<file path="src/rtl/prog_ctr_pkg.sv">
// Shared types and defaults for the program-counter / fetch-sequencing stage.
package prog_ctr_pkg;

  localparam int unsigned PW = 10;
  localparam int unsigned CW = 16;

  localparam logic [PW-1:0] DefBase0 = 10'd0;
  localparam logic [PW-1:0] DefBase1 = 10'd256;
  localparam logic [PW-1:0] DefBase2 = 10'd512;
  localparam logic [PW-1:0] DefBase3 = 10'd768;

  typedef enum logic [1:0] {
    StIdle = 2'b00,
    StRun  = 2'b01,
    StDone = 2'b10
  } fetch_state_t;

endpackage

</file>
<file path="src/rtl/sat_counter.sv">
// Up-counter with synchronous clear (priority over enable) that sticks at all-ones.
module sat_counter #(
  parameter int unsigned Width = 16
) (
  input  logic             clk_i,
  input  logic             rst_i,
  input  logic             clr_i,
  input  logic             en_i,
  output logic [Width-1:0] cnt_o
);

  logic [Width-1:0] cnt_d, cnt_q;

  always_comb begin
    cnt_d = cnt_q;
    if (clr_i) begin
      cnt_d = '0;
    end else if (en_i && (cnt_q != '1)) begin
      cnt_d = cnt_q + 1'b1;
    end
  end

  always_ff @(posedge clk_i or posedge rst_i) begin
    if (rst_i) begin
      cnt_q <= '0;
    end else begin
      cnt_q <= cnt_d;
    end
  end

  assign cnt_o = cnt_q;

endmodule

</file>
<file path="src/rtl/prog_ctr_fetch.sv">
// Program counter and fetch sequencer: IDLE/RUN/DONE run control, next-PC mux
// (restart, halt, stall, branch, sequential) and a saturating RUN cycle counter.
module prog_ctr_fetch #(
  parameter int unsigned    PW    = prog_ctr_pkg::PW,
  parameter int unsigned    CW    = prog_ctr_pkg::CW,
  parameter logic [PW-1:0] BASE0 = prog_ctr_pkg::DefBase0,
  parameter logic [PW-1:0] BASE1 = prog_ctr_pkg::DefBase1,
  parameter logic [PW-1:0] BASE2 = prog_ctr_pkg::DefBase2,
  parameter logic [PW-1:0] BASE3 = prog_ctr_pkg::DefBase3
) (
  input  logic          Clk,
  input  logic          Reset,
  input  logic          Start,
  input  logic [1:0]    ProgSel,
  input  logic          Stall,
  input  logic          BrTaken,
  input  logic [PW-1:0] Target,
  input  logic          Halt,
  output logic [PW-1:0] ProgCtr,
  output logic          Running,
  output logic          Done,
  output logic [CW-1:0] CycleCnt
);

  import prog_ctr_pkg::*;

  fetch_state_t  state_d, state_q;
  logic [PW-1:0] pc_d, pc_q;
  logic [PW-1:0] base_sel;
  logic          running_q, done_q;
  logic          cnt_clr, cnt_en;

  always_comb begin
    case (ProgSel)
      2'd0:    base_sel = BASE0;
      2'd1:    base_sel = BASE1;
      2'd2:    base_sel = BASE2;
      default: base_sel = BASE3;
    endcase
  end

  // Target/BrTaken are only looked at in the lowest-priority RUN branch so an
  // undriven Target outside that case never reaches the PC.
  always_comb begin
    state_d = state_q;
    pc_d    = pc_q;
    cnt_clr = 1'b0;
    cnt_en  = 1'b0;
    if (Start) begin
      state_d = StRun;
      pc_d    = base_sel;
      cnt_clr = 1'b1;
    end else begin
      unique case (state_q)
        StIdle, StDone: ;
        StRun: begin
          cnt_en = 1'b1;
          if (Halt) begin
            state_d = StDone;
          end else if (Stall) begin
            pc_d = pc_q;
          end else if (BrTaken) begin
            pc_d = Target;
          end else begin
            pc_d = pc_q + 1'b1;
          end
        end
        default: state_d = StIdle;
      endcase
    end
  end

  always_ff @(posedge Clk or posedge Reset) begin
    if (Reset) begin
      state_q   <= StIdle;
      pc_q      <= '0;
      running_q <= 1'b0;
      done_q    <= 1'b0;
    end else begin
      state_q   <= state_d;
      pc_q      <= pc_d;
      running_q <= (state_d == StRun);
      done_q    <= (state_d == StDone);
    end
  end

  sat_counter #(
    .Width(CW)
  ) u_cycle_cnt (
    .clk_i(Clk),
    .rst_i(Reset),
    .clr_i(cnt_clr),
    .en_i (cnt_en),
    .cnt_o(CycleCnt)
  );

  assign ProgCtr = pc_q;
  assign Running = running_q;
  assign Done    = done_q;

endmodule
</file>
<file path="config.mk">
export PLATFORM = sky130hd
export DESIGN_NAME = prog_ctr_fetch
export DESIGN_NICKNAME = d
export VERILOG_FILES = /design/src/rtl/prog_ctr_pkg.sv /design/src/rtl/sat_counter.sv /design/src/rtl/prog_ctr_fetch.sv
export SDC_FILE = /design/constraint.sdc
export NUM_CORES = 1
export LEC_CHECK = 0
export ABC_CLOCK_PERIOD_IN_PS = 2100
export CAP_MARGIN = 20
export CORE_ASPECT_RATIO = 2
export CORE_MARGIN = 10
export CORE_UTILIZATION = 44
export DETAILED_ROUTE_END_ITERATION = 7
export HOLD_SLACK_MARGIN = 0.02
export PLACE_DENSITY = 0.76
export SYNTH_ARGS = -nofsm -noshare
export SYNTH_HDL_FRONTEND = slang
export SYNTH_HIERARCHICAL = 1
export SYNTH_SLANG_ARGS = --single-unit
export TNS_END_PERCENT = 100
</file>
<file path="constraint.sdc">
create_clock -name Clk -period 2.1 [get_ports Clk]
set_input_delay 0.63 -clock Clk [delete_from_list [all_inputs] [get_ports Clk]]
set_output_delay 0.63 -clock Clk [all_outputs]
set_load 0.01 [all_outputs]
</file>
==> results of run 1 <==
-- cell usage after synthesis (2+ instances only) --
library cell | count | share of area [%]
nand2b_1 | 3 | 1.1
mux2i_1 | 2 | 1.1
a31oi_1 | 4 | 1.4
inv_1 | 5 | 1.1
nor4_1 | 4 | 1.4
and3_1 | 3 | 1.1
clkbuf_2 | 2 | 0.56
or4_1 | 6 | 2.5
clkbuf_1 | 6 | 1.3
o41ai_1 | 4 | 2.0
or3_1 | 9 | 3.2
o31ai_1 | 7 | 3.0
nand4_1 | 6 | 2.1
nor3_1 | 7 | 2.0
o21ai_0 | 11 | 3.1
ha_1 | 2 | 1.4
a21oi_1 | 19 | 5.4
a22oi_1 | 2 | 0.85
nand3_1 | 10 | 2.8
o21a_1 | 2 | 0.85
nor3b_1 | 2 | 0.85
nand2_1 | 19 | 4.0
dfrtp_1 | 30 | 42
nor2b_1 | 3 | 1.1
mux2_2 | 3 | 1.9
o21bai_1 | 2 | 0.85
nor2_1 | 11 | 2.3
-- cells by family (layout without fill, tap and decap cells) --
kind of cell,Yosys count,count (layout)
buffers and inverters,16,76
XOR/XNOR,1,1
flip-flops,30,30
AO/OA/AOI/OAI,55,55
multiplexers,5,5
AND/OR/NAND/NOR,90,90
adder cells (fa/ha/maj),2,2
-- metrics by stage --
step / power, mW / cell area [µm²] / setup TNS [ns] / hold slack, ns
4_1_cts: 1.262 / 2477 / 0 / 0.5773
3_3_place_gp: 0.8231 / 2400 / -3.054 / 0.5549
6_report: 1.249 / 2482 / 0 / 0.5767
5_1_grt: 1.313 / 2482 / 0 / 0.6201
2_1_floorplan: 0.7256 / 1818 / -0.5046 / 0.5192
3_5_place_dp: 0.8259 / 2400 / -3.944 / 0.5682
-- critical path: stages, from the launching register on --
cell	delay (ns)
dfrtp_1	0.44
buf_4	0.16
clkdlybuf4s50_1	0.53
-- power groups by stage --
| stage | Combinational (mW) | Sequential, mW | Clock (mW) |
|---|---|---|---|
| final | 0.197 | 0.619 | 0.433 |
| after global placement | 0.194 | 0.629 | 0 |
| after floorplan | 0.0932 | 0.632 | 0 |
| after detailed placement | 0.197 | 0.629 | 0 |
| after global routing | 0.217 | 0.622 | 0.474 |
| after CTS | 0.198 | 0.619 | 0.445 |
-- layout by cell type (no fill, tap or decap), types with 2 or more instances in the layout --
cell type and n:
dfrtp_1 30, nor3_1 7, or3_1 9, nand3_1 9
nor3b_1 2, o41ai_1 4, nand4_1 6, a21oi_1 19
ha_1 2, o21bai_1 2, a31oi_1 4, or4_1 6
and3_1 3, nor4_1 4, mux2_2 3, a22oi_1 2
clkdlybuf4s50_1 44, nor2b_1 3, o31ai_1 7, nand2_1 19
o21a_1 2, clkbuf_1 2, buf_4 18, nor2_1 10
mux2i_1 2, nand2b_1 3, inv_1 5, o21ai_0 11
clkbuf_8 5
-- timing repair --
item                                    CTS  global route
endpoints found under the setup margin    4             1
endpoints found under the hold margin     0             0
pin swaps                                 3             0
gates resized for setup                   2             1
gates cloned                              0             0
-- worst min-delay path by stage --
stage / start / endpoint / slack (ns) / depth (start not counted)
global placement: u_cycle_cnt/cnt_o[14]$_DFFE_PP0P_ / u_cycle_cnt/cnt_o[14]$_DFFE_PP0P_ / 0.55 / 2
CTS: u_cycle_cnt/cnt_o[14]$_DFFE_PP0P_ / u_cycle_cnt/cnt_o[14]$_DFFE_PP0P_ / 0.58 / 2
finish: u_cycle_cnt/cnt_o[14]$_DFFE_PP0P_ / u_cycle_cnt/cnt_o[14]$_DFFE_PP0P_ / 0.58 / 2
detailed placement: u_cycle_cnt/cnt_o[14]$_DFFE_PP0P_ / u_cycle_cnt/cnt_o[14]$_DFFE_PP0P_ / 0.57 / 2
global route: u_cycle_cnt/cnt_o[14]$_DFFE_PP0P_ / u_cycle_cnt/cnt_o[14]$_DFFE_PP0P_ / 0.62 / 2
floorplan: Reset / Done$_DFF_PP0_ / 0.52 / 1
-- cell type report --
type,count,area share (%)
Tap cell,51,2.571
Inverter,5,0.7560
Multi-Input combinational cell,153,39.01
Sequential cell,30,30.24
Timing Repair Buffer,64,24.34
Clock buffer,7,3.075
-- metal layers --
metal | global-route usage (%) | wire length [µm]
met3 | 5.505 | 318
met1 | 13.79 | 1848
met4 | 7.077 | 167
met5 | 0 | 0
met2 | 30.67 | 2928
-- sequential cells by signal, indices dropped and copies added (netlist names) --
| name | flops |
|---|---|
| Done | 1 |
| state_q | 2 |
| u_cycle_cnt/cnt_o | 16 |
| ProgCtr | 10 |
| Running | 1 |
==> results.json, run 1 <==
{
  "status": "complete, no violations",
  "clkPwrFrac_pct": 34.7,
  "fin_ws_ns": 0.05808,
  "grtUsageTotal_pct": 15.75,
  "grt.overflow.total": 0,
  "p_int_mw": 0.9303,
  "grt_setup_unrepaired": "false",
  "grt_max_degree": 39,
  "worst_pin_slew_ns": 0.5645,
  "r2r_cells": 6,
  "nNetsFinal": 279,
  "synth_edf_count": 0,
  "diodes": 0,
  "wl_per_cell_um": 16.97,
  "ant_nets": 0,
  "cts_hold_buffers": 0,
  "cp-start-kind": "flip-flop",
  "maxCapViolCount": 0,
  "synth_cells": 199,
  "drc": 0,
  "cp.required_ns": 1.47,
  "final_cells": 310,
  "crit-reg2reg-launch": "state_q[1]$_DFF_PP0_",
  "synthSimpleGateAreaFrac_pct": 29.31,
  "critPathKind": "flip-flop to output port",
  "netSwitchingPower_mw": 0.3192,
  "final.setup_skew_ns": 0.004047,
  "seqPwrFrac_pct": 49.5,
  "dieHeight_um": 109.7,
  "drive_gt1_share_pct": 13.51,
  "relSlewSlack_pct": 62.32,
  "cts-root-buf": "clkbuf_8",
  "place_ws_ns": -0.3959,
  "yosys_most_used_dff": "dfrtp_1",
  "dr.pass1.iters": 4,
  "area_growth_pct": 40.11,
  "cts_max_level": 2,
  "vias_per_cell": 5.829,
  "synth_area_mm2": 0.001772,
  "io_buffer_count": 45,
  "r2r-end": "u_cycle_cnt/cnt_o[13]$_DFFE_PP0P_",
  "worst_setup_path_end_kind": "output port",
  "start_util_pct": 45.62,
  "synth-seq-cells": 30,
  "setup_viol_count_final": 0,
  "place_congestion": 0.8544,
  "core_mm2": 0.003884,
  "syn_avg_cell_area_um2": 8.903,
  "dieWidth_um": 64.87,
  "grt_pass1_vias": 1883,
  "io_pins": 46,
  "cts_tree": "built",
  "drt_iter0_markers": 84,
  "synthXorXnorAreaFrac_pct": 0.4944,
  "drv_slew": 0,
  "p_sw_share_pct": 25.55,
  "worst_ep_arrival_time_ns": 1.41,
  "critPathMaxFanout": 5,
  "via_count": 1807,
  "fillers": 363,
  "post_cts_buffers": 0,
  "post-route-min-period_ns": 2.042,
  "post-route-period-util_pct": 97.23,
  "power.leakage_nw": 0.9488,
  "clock_path_buffers": 2,
  "synthMuxAreaShare_pct": 3.037,
  "synth-compound-area-share_pct": 19.28,
  "hp-class": "flip-flop to flip-flop",
  "irDropWorstVdd_mv": 0.3678,
  "yosysWarnings": 6,
  "fmax_mhz": 489.7,
  "cts.clk_slew.worst_paths_ns": 0.06,
  "final_core_util_pct": 63.92,
  "dieArea_mm2": 0.007119,
  "crit_start": "u_cycle_cnt/cnt_o[2]$_DFFE_PP0P_",
  "async_reset_ff_share_pct": 100.0,
  "ff_latch_area_um2": 750.7,
  "synthesis.nets": 219,
  "synthDistinctLibCells": 42,
  "clock-sinks": 30,
  "antenna_found_initial": 0,
  "clkLatencyLatePin_ns": 0.28,
  "multi_input_area_um2": 968.4,
  "hpwl_um": 4128,
  "finalHoldViolCount": 0,
  "grt_pass1_wl_um": 8949,
  "dp.cells": 303,
  "synth_top_family_by_area": "simple AND/OR/NAND/NOR gates",
  "cts_buffers": 5,
  "ys_seq_area_share_pct": 42.37,
  "reg2reg_slack_ns": 0.08,
  "crit_path_end": "CycleCnt[2]",
  "fp-row-count": 32,
  "drt-total-wl_um": 5262,
  "p_per_area_mw_per_mm2": 503.3,
  "post_synth_fa_ha_maj_area_fraction_pct": 1.412,
  "p_comb_share_pct": 15.8
}
Note: power is estimated with default switching activity, not from simulation.
==> run 2, diff against run 1 <==
--- a/config.mk
+++ b/config.mk
@@ -13,8 +13,8 @@
 export DETAILED_ROUTE_END_ITERATION = 7
 export HOLD_SLACK_MARGIN = 0.02
 export PLACE_DENSITY = 0.76
+export SLEW_MARGIN = 20
 export SYNTH_ARGS = -nofsm -noshare
 export SYNTH_HDL_FRONTEND = slang
-export SYNTH_HIERARCHICAL = 1
 export SYNTH_SLANG_ARGS = --single-unit
 export TNS_END_PERCENT = 100
==> run 2 against run 1 <==
Net effect:
- clock-buffer cell count unchanged
- critical endpoint is now CycleCnt[5]
- critical path depth down 1
- maximum frequency up 2.0%
- highest routed layer unchanged
- register-to-register slack improved by 0.24 ns
- first-iteration DRC count is 68% lower
==> results.json, run 2 <==
{
  "dieArea_mm2": 0.007164,
  "cp_top_family": "buffers and inverters",
  "clock_path_buffers": 2,
  "fp-row-count": 32,
  "hpwl_um": 3572,
  "cts_max_level": 2,
  "cts_tree": "built",
  "finalHoldViolCount": 0,
  "power.leakage_nw": 1.003,
  "grt_max_degree": 31,
  "synth_top_area_share_pct": 42.02,
  "critPathKind": "flip-flop to output port",
  "drt-total-wl_um": 4814,
  "synth_cells": 192,
  "synthesis.nets": 212,
  "via_count": 1713,
  "grt.overflow.total": 0,
  "largest_reg_flops": 16,
  "synth_edf_count": 0,
  "crit-reg2reg-launch": "u_cycle_cnt.cnt_o[6]$_DFFE_PP0P_",
  "yosys_most_used_dff": "dfrtp_1",
  "dieWidth_um": 65.06,
  "nNetsFinal": 267,
  "place_congestion": 0.8025,
  "path_cells": "clkdlybuf4s50_1",
  "dp.cells": 291,
  "yosysWarnings": 0,
  "cts_hold_buffers": 0,
  "final_common_cell": "clkdlybuf4s50_1",
  "relSlewSlack_pct": 66.73,
  "p_per_area_mw_per_mm2": 544.9,
  "cts.clk_slew.worst_paths_ns": 0.07,
  "fmax_mhz": 499.8,
  "vias_per_cell": 5.729,
  "start_util_pct": 46.01,
  "mostFrequentLayoutCells": "45 x clkdlybuf4s50_1, 30 x dfrtp_1, 20 x a21oi_1",
  "grtUsageTotal_pct": 14.25,
  "power_mw": 1.351,
  "area_growth_pct": 38.73,
  "post-route-min-period_ns": 2.001,
  "drt_iter0_markers": 27,
  "crit_start": "u_cycle_cnt.cnt_o[5]$_DFFE_PP0P_",
  "antenna_found_initial": 0,
  "ys_seq_area_share_pct": 42.02,
  "wl_per_cell_um": 16.10,
  "dr.pass1.iters": 4,
  "maxCapViolCount": 0,
  "worst_pin_slew_ns": 0.4953,
  "hp-class": "flip-flop to flip-flop",
  "crit_buf_inv": 1,
  "post-route-period-util_pct": 95.28,
  "worst_ep_arrival_time_ns": 1.37,
  "irDropWorstVdd_mv": 0.4426,
  "final_cells": 299,
  "min_from": "u_cycle_cnt.cnt_o[14]$_DFFE_PP0P_",
  "ant_nets": 0,
  "async_reset_ff_share_pct": 100.0,
  "core_mm2": 0.003884,
  "synth_area_mm2": 0.001787,
  "clock-sinks": 30,
  "diodes": 0,
  "grt_pass1_vias": 1827,
  "final.setup_skew_ns": 0.007321,
  "post_cts_buffers": 0,
  "cts-root-buf": "clkbuf_8",
  "grt_setup_unrepaired": "false",
  "status": "complete, no violations",
  "syn_avg_cell_area_um2": 9.306,
  "synth_most_common_cell": "dfrtp_1",
  "cp-start-kind": "flip-flop",
  "fillers": 352,
  "critPathSlowestCell": "clkdlybuf4s50_1",
  "critPathMaxFanout": 5,
  "final.setup.tns_ns": 0,
  "worst_setup_path_end_kind": "output port",
  "clkLatencyLatePin_ns": 0.28,
  "synth-seq-cells": 30,
  "drv_slew": 0,
  "critPathMaxStageDelay_ns": 0.60,
  "drive_gt1_share_pct": 13.31,
  "drc": 0,
  "yosysTopAreaCell": "dfrtp_1",
  "io_pins": 46,
  "yosys-top-cells-count": "30 x dfrtp_1, 20 x a21oi_1, 16 x nand2_1, 14 x nor2_1, 9 x o31ai_1",
  "cp.required_ns": 1.47,
  "grt_pass1_wl_um": 8342,
  "io_buffer_count": 45,
  "cts_buffers": 5,
  "setup_viol_count_final": 0,
  "synth_area_leaders": "dfrtp_1 42%, a21oi_1 5.6%, o31ai_1 3.8%",
  "cts_resized": 0,
  "dieHeight_um": 110.1,
  "synthDistinctLibCells": 44
}
==> run 2: final timing paths <==
kind	to	slack (ns)	cells past startpoint
worst max-delay path	CycleCnt[5]	0.1	1
worst min-delay path	u_cycle_cnt.cnt_o[14]$_DFFE_PP0P_	0.57	2
worst max register to register	u_cycle_cnt.cnt_o[0]$_DFFE_PP0P_	0.32	4
worst min register to register	u_cycle_cnt.cnt_o[14]$_DFFE_PP0P_	0.57	2
max in group asynchronous	ProgCtr[9]$_DFFE_PP0P_	1.09	3
min in group asynchronous	u_cycle_cnt.cnt_o[9]$_DFFE_PP0P_	0.73	3
==> run 2: tightest hold or removal path: stages, from the launching register on <==
cell,delay [ns]
dfrtp_1,0.40
o41ai_1,0.07
a21oi_1,0.05
==> run 2: where the power goes <==
part	switching, mW	total (mW)	leakage (nW)	internal [mW]
Clock	0.223	0.487	0.0482	0.264
Combinational	0.105	0.232	0.551	0.127
Sequential	0.0282	0.631	0.404	0.603
==> run 2: kinds of logic (layout without fill, tap and decap cells) <==
logic type      count (synthesis)  in the layout  share of synthesized area (%)
simple gates                   78             78                          25.70
compound gates                 57             57                          22.06
flops                          30             30                          42.02
buf+inv                        16             72                          3.641
mux                             7              7                          4.202
fa+ha+maj                       2              2                          1.400
xor+xnor                        2              2                         0.9806
==> run 2: metrics by stage <==
stage               area [µm²]  utilization (%)  hold slack, ns  setup slack [ns]
floorplan                 1787                -          0.5794            0.2463
global route              2479            63.82          0.5833           0.01378
global placement          2376            61.18          0.5514           -0.1559
finish                    2479            63.82          0.5691           0.09909
detailed placement        2376            61.18          0.5572           -0.1780
CTS                       2467            63.53          0.5669           0.09915
==> run 2: layout make-up <==
class	instances	area (µm²)	area share [%]
sequential	30	750.7	30.29
timing repair buffer	60	575.6	23.22
multi-input combinational	146	982.2	39.63
tap	51	63.81	2.574
clock buffer	7	86.33	3.483
inverter	4	15.01	0.6058
clock inverter	1	5.005	0.2019
==> run 2: per-layer routing <==
layer / global-route usage, % / part of all wire, % / vias to the layer above
met2: 25.64 / 55 / 44
met4: 7.846 / 2.6 / 0
li1: - / - / 835
met3: 3.539 / 3.7 / 9
met5: 0 / 0 / -
met1: 14.62 / 39 / 825
==> run 3, diff against run 2 <==
--- a/config.mk
+++ b/config.mk
@@ -17,4 +17,4 @@
 export SYNTH_ARGS = -nofsm -noshare
 export SYNTH_HDL_FRONTEND = slang
 export SYNTH_SLANG_ARGS = --single-unit
-export TNS_END_PERCENT = 100
+export TNS_END_PERCENT = 10
==> results of run 3 <==
The final DEF is identical to that of run 2; final timing and power are the same.
